`src/rtl/ws2812_frame_driver.sv`:
```
// ws2812_frame_driver: pulls one 24-bit GRB pixel per LED from a valid/ready
// stream and serializes the frame onto a WS2812 chain. Each bit is one
// T_BIT-cycle period: high for T0H or T1H cycles, then low. After the last
// pixel the line stays low for T_RET cycles so the chain latches. A one-deep
// prefetch register keeps pixel boundaries seamless while upstream keeps up.
// If upstream stalls longer than UF_LIM cycles, the frame is aborted.
module ws2812_frame_driver #(
    parameter int N_LEDS = 2,
    parameter int T0H    = 20,
    parameter int T1H    = 40,
    parameter int T_BIT  = 63,
    parameter int T_RET  = 2600,
    parameter int UF_LIM = 1300
) (
    input  logic        i_clk,
    input  logic        i_rst_n,
    input  logic        i_start,
    input  logic        i_px_valid,
    input  logic [23:0] i_px_data,
    output logic        o_px_ready,
    output logic        o_serial,
    output logic        o_busy,
    output logic        o_done,
    output logic        o_underflow
);

    // The phase counter also times the bit period, so size it for the larger of the two.
    localparam int PH_MAX = (T_RET > T_BIT) ? T_RET : T_BIT;
    localparam int PH_W   = $clog2(PH_MAX + 1);
    localparam int PX_W   = $clog2(N_LEDS + 1);

    localparam logic [PH_W-1:0] PH_T0H_END = PH_W'(T0H - 1);
    localparam logic [PH_W-1:0] PH_T1H_END = PH_W'(T1H - 1);
    localparam logic [PH_W-1:0] PH_BIT_END = PH_W'(T_BIT - 1);
    localparam logic [PH_W-1:0] PH_RET_END = PH_W'(T_RET - 1);
    localparam logic [PH_W-1:0] PH_DONE    = PH_W'(T_RET);
    localparam logic [PH_W-1:0] PH_UF_END  = PH_W'(UF_LIM - 1);
    localparam logic [PX_W-1:0] PX_N       = PX_W'(N_LEDS);

    typedef enum logic [2:0] {
        S_INIT,
        S_IDLE,
        S_FETCH,
        S_HIGH,
        S_LOW,
        S_STALL,
        S_LATCH
    } state_t;

    state_t            state;
    state_t            state_n;
    logic [PH_W-1:0]   ph_cnt;
    logic [PH_W-1:0]   ph_n;
    logic [4:0]        bit_cnt;
    logic [4:0]        bit_n;
    logic [PX_W-1:0]   px_sent;
    logic [PX_W-1:0]   sent_n;
    logic [PX_W-1:0]   px_fetched;
    logic [23:0]       sr;
    logic [23:0]       hold;
    logic              hold_v;
    logic              load_sr;
    logic              shift_sr;
    logic              set_uf;
    logic              frame_clr;
    logic              serial_n;
    logic              done_n;
    logic              px_ready;
    logic              accept;
    logic [PH_W-1:0]   hi_end;

    // Upstream may fill the prefetch slot whenever a frame is active and pixels remain.
    always_comb begin
        px_ready = 1'b0;
        if ((state == S_FETCH) || (state == S_HIGH) ||
            (state == S_LOW) || (state == S_STALL)) begin
            px_ready = !hold_v && (px_fetched < PX_N);
        end
    end

    assign accept      = px_ready && i_px_valid;
    assign o_px_ready  = px_ready;
    assign o_busy      = (state != S_IDLE);
    assign hi_end      = sr[23] ? PH_T1H_END : PH_T0H_END;

    // State register.
    always_ff @(posedge i_clk or negedge i_rst_n) begin
        if (!i_rst_n) begin
            state <= S_INIT;
        end else begin
            state <= state_n;
        end
    end

    // Next-state, counter updates and datapath strobes for the frame sequence.
    always_comb begin
        state_n   = state;
        ph_n      = ph_cnt;
        bit_n     = bit_cnt;
        sent_n    = px_sent;
        load_sr   = 1'b0;
        shift_sr  = 1'b0;
        set_uf    = 1'b0;
        frame_clr = 1'b0;
        case (state)
            S_INIT: begin
                if (ph_cnt == PH_RET_END) begin
                    ph_n    = '0;
                    state_n = S_IDLE;
                end else begin
                    ph_n = ph_cnt + 1'b1;
                end
            end
            S_IDLE: begin
                if (i_start) begin
                    frame_clr = 1'b1;
                    ph_n      = '0;
                    bit_n     = '0;
                    sent_n    = '0;
                    state_n   = S_FETCH;
                end
            end
            S_FETCH: begin
                if (hold_v) begin
                    load_sr = 1'b1;
                    bit_n   = '0;
                    ph_n    = '0;
                    state_n = S_HIGH;
                end
            end
            S_HIGH: begin
                ph_n = ph_cnt + 1'b1;
                if (ph_cnt == hi_end) begin
                    state_n = S_LOW;
                end
            end
            S_LOW: begin
                if (ph_cnt == PH_BIT_END) begin
                    ph_n = '0;
                    if (bit_cnt != 5'd23) begin
                        shift_sr = 1'b1;
                        bit_n    = bit_cnt + 5'd1;
                        state_n  = S_HIGH;
                    end else begin
                        sent_n = px_sent + 1'b1;
                        bit_n  = '0;
                        if ((px_sent + 1'b1) == PX_N) begin
                            state_n = S_LATCH;
                        end else if (hold_v) begin
                            load_sr = 1'b1;
                            state_n = S_HIGH;
                        end else begin
                            state_n = S_STALL;
                        end
                    end
                end else begin
                    ph_n = ph_cnt + 1'b1;
                end
            end
            S_STALL: begin
                if (hold_v) begin
                    load_sr = 1'b1;
                    ph_n    = '0;
                    state_n = S_HIGH;
                end else if (ph_cnt == PH_UF_END) begin
                    set_uf  = 1'b1;
                    ph_n    = '0;
                    state_n = S_LATCH;
                end else begin
                    ph_n = ph_cnt + 1'b1;
                end
            end
            S_LATCH: begin
                if (ph_cnt == PH_DONE) begin
                    ph_n    = '0;
                    state_n = S_IDLE;
                end else begin
                    ph_n = ph_cnt + 1'b1;
                end
            end
            default: begin
                state_n = S_INIT;
            end
        endcase
    end

    // The line is registered and follows the state being entered, so it is high exactly in HIGH.
    assign serial_n = (state_n == S_HIGH);
    // Done fires on the cycle after the last of the T_RET low cycles.
    assign done_n   = (state == S_LATCH) && (ph_cnt == PH_RET_END);

    // Control counters, prefetch flag and registered outputs.
    always_ff @(posedge i_clk or negedge i_rst_n) begin
        if (!i_rst_n) begin
            ph_cnt      <= '0;
            bit_cnt     <= '0;
            px_sent     <= '0;
            px_fetched  <= '0;
            hold_v      <= 1'b0;
            o_serial    <= 1'b0;
            o_done      <= 1'b0;
            o_underflow <= 1'b0;
        end else begin
            ph_cnt   <= ph_n;
            bit_cnt  <= bit_n;
            px_sent  <= sent_n;
            o_serial <= serial_n;
            o_done   <= done_n;
            if (frame_clr) begin
                px_fetched  <= '0;
                hold_v      <= 1'b0;
                o_underflow <= 1'b0;
            end else begin
                if (accept) begin
                    px_fetched <= px_fetched + 1'b1;
                    hold_v     <= 1'b1;
                end else if (load_sr) begin
                    hold_v <= 1'b0;
                end
                if (set_uf) begin
                    o_underflow <= 1'b1;
                end
            end
        end
    end

    // Pixel data path: prefetch capture and MSB-first shift register (data needs no reset).
    always_ff @(posedge i_clk) begin
        if (accept) begin
            hold <= i_px_data;
        end
        if (load_sr) begin
            sr <= hold;
        end else if (shift_sr) begin
            sr <= {sr[22:0], 1'b0};
        end
    end

endmodule

```
`config.mk`:
```
export PLATFORM = sky130hd
export DESIGN_NAME = ws2812_frame_driver
export DESIGN_NICKNAME = d
export VERILOG_FILES = /design/src/rtl/ws2812_frame_driver.sv
export SDC_FILE = /design/constraint.sdc
export NUM_CORES = 1
export LEC_CHECK = 0
export ABC_AREA = 1
export CAP_MARGIN = 20
export CORE_MARGIN = 5
export CORE_UTILIZATION = 42
export CTS_CLUSTER_DIAMETER = 30
export DETAILED_ROUTE_END_ITERATION = 16
export PLACE_DENSITY = 0.72
export SLEW_MARGIN = 10
export SYNTH_ARGS = -nofsm -noshare
export SYNTH_HDL_FRONTEND = slang
export SYNTH_SLANG_ARGS = --single-unit
```
`constraint.sdc`:
```
create_clock -name i_clk -period 2.84 [get_ports i_clk]
set_clock_uncertainty 0.1 [all_clocks]
set_input_delay 0.426 -clock i_clk [delete_from_list [all_inputs] [get_ports i_clk]]
set_output_delay 0.426 -clock i_clk [all_outputs]
set_load 0.02 [all_outputs]
```
==> results of run 1 <==
kinds of logic after synthesis:
family,count (synthesis),share of synthesized area
simple gates,230,0.267
flops,76,0.585
buf+inv,53,0.0643
compound gates,29,0.0462
xor+xnor,7,0.0168
fa+ha+maj,6,0.0205
registers in the layout (all words and copies together) (netlist names), 2 cells and up:
name / count
px_fetched: 2
state: 3
hold: 24
bit_cnt: 5
ph_cnt: 12
px_sent: 2
sr: 24
repair_timing:
item,in CTS,in global routing
resized for setup,0,3
endpoints found under the hold margin,0,0
endpoints found under the setup margin,0,1
setup buffers,0,0
Yosys cell counts:
| cell type | count | area share |
|---|---|---|
| o21a_1 | 1 | 0.0021 |
| o31ai_1 | 1 | 0.0021 |
| nor2_1 | 48 | 0.049 |
| or2_1 | 1 | 0.0017 |
| nor3_1 | 7 | 0.0096 |
| edfxtp_1 | 48 | 0.39 |
| dfrtp_1 | 28 | 0.19 |
| nand4_1 | 7 | 0.012 |
| o21ai_2 | 1 | 0.0024 |
| o21ai_0 | 17 | 0.023 |
| nor2_2 | 3 | 0.0051 |
| inv_1 | 45 | 0.046 |
| buf_6 | 4 | 0.012 |
| or2_2 | 1 | 0.0017 |
| nor4_1 | 1 | 0.0017 |
| nand3_1 | 20 | 0.027 |
| a21oi_1 | 7 | 0.0096 |
| a21oi_4 | 1 | 0.0044 |
| nand2_2 | 3 | 0.0051 |
| nand4_2 | 1 | 0.0034 |
| inv_4 | 1 | 0.0017 |
| nor2_8 | 1 | 0.0055 |
| xor2_1 | 7 | 0.017 |
| inv_2 | 2 | 0.0021 |
| nand2_1 | 135 | 0.14 |
| buf_4 | 1 | 0.0021 |
| o311ai_0 | 1 | 0.0024 |
| ha_1 | 6 | 0.021 |
| nor2_4 | 1 | 0.0031 |
| nand3_2 | 1 | 0.0027 |
where the power goes:
group	total, mW	internal (mW)	switching [mW]
Sequential	1.22	1.20	0.0135
Clock	0.757	0.329	0.428
Combinational	0.0965	0.0476	0.0488
Total	2.07	1.58	0.490
area by class of cell:
class,count,area (um2),share of cell area
repair buffers,36,360,0.0839
clock buffers,9,124,0.0288
inverters,48,183,0.0425
multi-input cells,272,1290,0.301
well taps,108,135,0.0315
clock inverters,7,58.8,0.0137
flip-flops and latches,76,2140,0.499
critical path: stages, from the launching register on:
cell,delay [ps]
dfrtp_1,360
ha_1,200
nand2_1,110
nor2_2,270
nand3_2,100
or2_1,240
nand2_2,90
inv_4,120
o21ai_2,250
buf_8,240
layer usage:
metal,vias to the layer above,part of all wire,track usage
met4,0,0.011,0.0518
met2,68,0.48,0.239
met5,-,0,0
met3,9,0.050,0.0309
met1,1239,0.46,0.185
li1,1379,-,-
layout by cell type, fill, tap and decap left out, types with 2 or more instances in the layout:
master / n
nand3_1: 20
ha_1: 6
nand4_1: 7
inv_6: 2
buf_4: 3
o21ai_0: 17
nor2_2: 4
inv_2: 2
nor3_1: 7
xor2_1: 7
nor2_1: 46
clkbuf_8: 9
clkdlybuf4s50_1: 31
edfxtp_1: 48
dfrtp_1: 28
clkinvlp_4: 4
a21oi_1: 7
nand2_2: 3
nand2_1: 135
nor2_4: 2
inv_1: 45
final timing paths:
| kind | to | from | slack (ps) |
|---|---|---|---|
| hold reg to reg | px_sent[1] | px_sent[1] | 400 |
| max in group asynchronous | bit_cnt[2] | i_rst_n | 2000 |
| min in group i_clk | px_sent[1] | px_sent[1] | 400 |
| setup reg to reg | sr[15] | bit_cnt[0] | 480 |
| hold / removal | ph_cnt[9] | i_rst_n | 360 |
| setup / recovery | sr[15] | bit_cnt[0] | 480 |
per-stage QoR:
step / hold slack, ps / cell area, um2 / utilization / setup slack, ps / total power, mW
CTS: 365 / 4270 / 0.497 / 58.7 / 2.09
finish: 362 / 4290 / 0.500 / 479 / 2.07
floorplan: 30.4 / 3660 / - / 305 / 1.27
detailed placement: 386 / 4090 / 0.476 / 311 / 1.34
global placement: 367 / 4090 / 0.476 / 409 / 1.34
global route: 412 / 4290 / 0.500 / 282 / 2.15
==> reports/metrics.yaml, run 1 <==
clock_tree:
  clkTransAtPathRegs_ps: 90
  clock-sinks: 76
  cts_buffer_depth: 2
  ctsHoldBuffers: 0
  cts_root_buffer: "clkbuf_8"
  clkLatencyLatePin_ps: 340
  cts_tree: "yes"
  cts_made_buffers: 9
  h-tree-depth: 3
logic_synthesis:
  netlist_area_mm2: 0.00366
  ys_seq_area_frac: 0.585
  yosysWarnings: 0
  synthCells: 401
  ys_seq_elements: 76
  synth.net_count: 435
  synth.distinct_cells: 30
  avgSynthCellArea_um2: 9.12
placed_design:
  dpl.cell_count: 539
  place_congestion: 0.897
  io_buffers: 32
  hpwl_mm: 4.96
sta:
  fin_crit_ps: 2360
  finalMaxSlewViolations: 0
  max_slew_margin: 0.632
  clock.fmax_mhz: 424
  finalCritPeriodShare: 0.831
  rsz0062_at_grt: "false"
  hold_viol: 0
  setup_viol: 0
  worst_slew_pin_slew_ps: 551
  finalSetupTns_ps: 0
cells_and_area:
  drive_gt1_frac: 0.0848
  final_nets: 477
  area_growth_pct: 17.4
  final_cells: 556
  diodes: 0
  fillCellCount: 803
critical_path:
  cp-start-kind: "register"
  reg2reg_depth: 9
  path_class: "register to register"
  path_max_fanout: 26
  end_kind: "register"
  crit_required_ps: 2790
  arrival_ps: 2310
hold_path:
  hold_class: "input pin to asynchronous set/reset pin"
global_routing:
  overflow: 0
  grt_first_pass_wirelength_mm: 12.1
  grt_usage: 0.143
  grt_pass1_vias: 2773
  antenna_found_initial: 0
  grt_max_degree: 29
floorplan:
  die_w_um: 103
  coreArea_mm2: 0.00859
  die_h_um: 103
  start_util: 0.426
  core.rowCount: 34
  ios: 33
  die-area_mm2: 0.0107
flow_run:
  cap_viol_max_count: 0
route:
  route.antenna.remaining_nets: 0
  dr.pass1.iters: 4
  dr_total_vias: 2695
  drtIter0Drc: 111
  drcViolationCount: 0
  wl_per_cell_um: 12.3
  drt-total-wl_mm: 6.82
  viasPerCell: 4.85
pwr:
  ir_drop_v: 0.000275
  p_leak_nw: 1.81
  cellPowerDensity_mw_per_mm2: 482
run_status:
  status: "finished clean"
Power figures use the tool's default switching activity.
==> inputs of run 2 (changes only) <==
- clock period: 2.84 -> 2.5 ns (I/O delays scaled with it)
==> reports/metrics.yaml, run 2 (synthesized netlist as in run 1, its figures left out) <==
route:
  wl_per_cell_um: 12.2  # -0.31%
  drt-total-wl_mm: 6.81  # -0.13%
  drtIter0Drc: 125  # +13%
  viasPerCell: 4.82  # -0.62%
  drcViolationCount: 0  # unchanged
  route.antenna.remaining_nets: 0  # unchanged
  dr.pass1.iters: 4  # unchanged
  dr_total_vias: 2683  # -0.45%
global_routing:
  overflow: 0  # unchanged
  grt_pass1_vias: 2648  # -4.5%
  grt_max_degree: 29  # unchanged
  grt_first_pass_wirelength_mm: 11.6  # -4.3%
  antenna_found_initial: 0  # unchanged
  grt_usage: 0.139  # -0.00460
clock_tree:
  clkTransAtPathRegs_ps: 80  # about the same
  cts_tree: "yes"
  h-tree-depth: 3  # unchanged
  clkLatencyLatePin_ps: 340  # about the same
  cts_root_buffer: "clkbuf_8"
  cts_buffer_depth: 2  # unchanged
  ctsHoldBuffers: 0  # unchanged
  cts_made_buffers: 9  # unchanged
  clock-sinks: 76  # unchanged
cells_and_area:
  reg_top3: "hold x24, sr x24, ph_cnt x12"
  final_cell_mix: "135 x nand2_1, 48 x edfxtp_1, 46 x nor2_1"
  diodes: 0  # unchanged
  area_growth_pct: 17.9
  final_nets: 478  # +0.21%
  drive_gt1_frac: 0.0846  # -0.000189
  multi_input_area_mm2: 0.00129  # -0.39%
  final_common_cell: "nand2_1"
  final_area_mm2: 0.00431  # +0.47%
  seq_area_mm2: 0.00214  # unchanged
  fillCellCount: 827  # +3.0%
sta:
  setup_viol: 0  # unchanged
  fin_crit_ps: 2340
  clock.fmax_mhz: 427
  finalSetupTns_ps: 0  # unchanged
  worst_slew_pin_slew_ps: 502  # -49.7 ps
  hold_viol: 0  # unchanged
  finalMaxSlewViolations: 0  # unchanged
  rsz0062_at_grt: "false"
  max_slew_margin: 0.663  # +0.0306
  finalCritPeriodShare: 0.937
flow_run:
  cap_viol_max_count: 0  # unchanged
placed_design:
  io_buffers: 32  # unchanged
  hpwl_mm: 4.95  # -0.27%
  place_area_mm2: 0.00411  # +0.67%
  place_congestion: 0.875  # -2.5%
pwr:
  p_leak_nw: 1.81  # +0.25%
  cellPowerDensity_mw_per_mm2: 564  # +17%
  ir_drop_v: 0.000350  # +27%
floorplan:
  core.rowCount: 34  # unchanged
  die_w_um: 103  # unchanged
  start_util: 0.426  # unchanged
  die_h_um: 103  # unchanged
  coreArea_mm2: 0.00859  # unchanged
  ios: 33  # unchanged
  die-area_mm2: 0.0107  # unchanged
critical_path:
  arrival_ps: 1870  # -440 ps
  end_kind: "primary output"
  crit_required_ps: 2030  # -760 ps
  cp-start-kind: "register"
  path_max_fanout: 10  # -62%
  path_class: "register to primary output"
hold_path:
  hold_class: "input pin to asynchronous set/reset pin"
run_status:
  status: "finished clean"
==> run 2: what timing repair did <==
action / in CTS / in global routing
setup endpoints to repair: 1 / 0
resized for setup: 2 / 0
setup buffers: 0 / 0
==> run 2: layout make-up <==
| cell class | count | area share |
|---|---|---|
| Sequential cell | 76 | 0.497 |
| Timing Repair Buffer | 37 | 0.0856 |
| Inverter | 48 | 0.0423 |
| Multi-Input combinational cell | 272 | 0.298 |
| Clock inverter | 6 | 0.0165 |
| Tap cell | 108 | 0.0313 |
| Clock buffer | 10 | 0.0296 |
==> run 2: final timing paths <==
kind,from,to,slack [ps],cells past startpoint
max in group asynchronous,i_rst_n,o_done,1720,2
worst min-delay path,i_rst_n,ph_cnt[6],300,2
worst max register to register,bit_cnt[1],sr[13],280,9
worst min register to register,o_underflow,o_underflow,400,1
min in group i_clk,o_underflow,o_underflow,400,1
worst max-delay path,state[1],o_px_ready,160,8
==> run 2: per-stage QoR <==
step                      setup WS [ps]  std cells  power [mW]  hold WS (ps)   util
after global placement              289        541        1.52           370  0.479
final                               157        557        2.43           303  0.502
after global routing               10.5        557        2.53           346  0.502
after detailed placement            242        541        1.52           381  0.479
after floorplan                     213        401        1.45         -20.6      -
after CTS                           124        557        2.47           310  0.502
==> run 2: layer usage <==
metal	global-route usage	part of all wire	vias to the layer above
li1	-	-	1381
met1	0.178	0.46	1236
met2	0.235	0.49	58
met3	0.0362	0.043	8
met4	0.0349	0.0095	0
met5	0	0	-
==> run 2: critical path, stage by stage (launching register included) <==
cell	delay [ps]
dfrtp_1	400
inv_1	120
nand2_2	110
nor2_8	180
inv_1	110
nand3_1	90
nand3_1	100
inv_1	90
dlygate4sd2_1	330
==> run 2: report_power, final <==
group	internal [mW]	switching, mW	total, mW
Sequential	1.37	0.0162	1.38
Clock	0.470	0.475	0.946
Combinational	0.0532	0.0541	0.107
Total	1.89	0.546	2.43
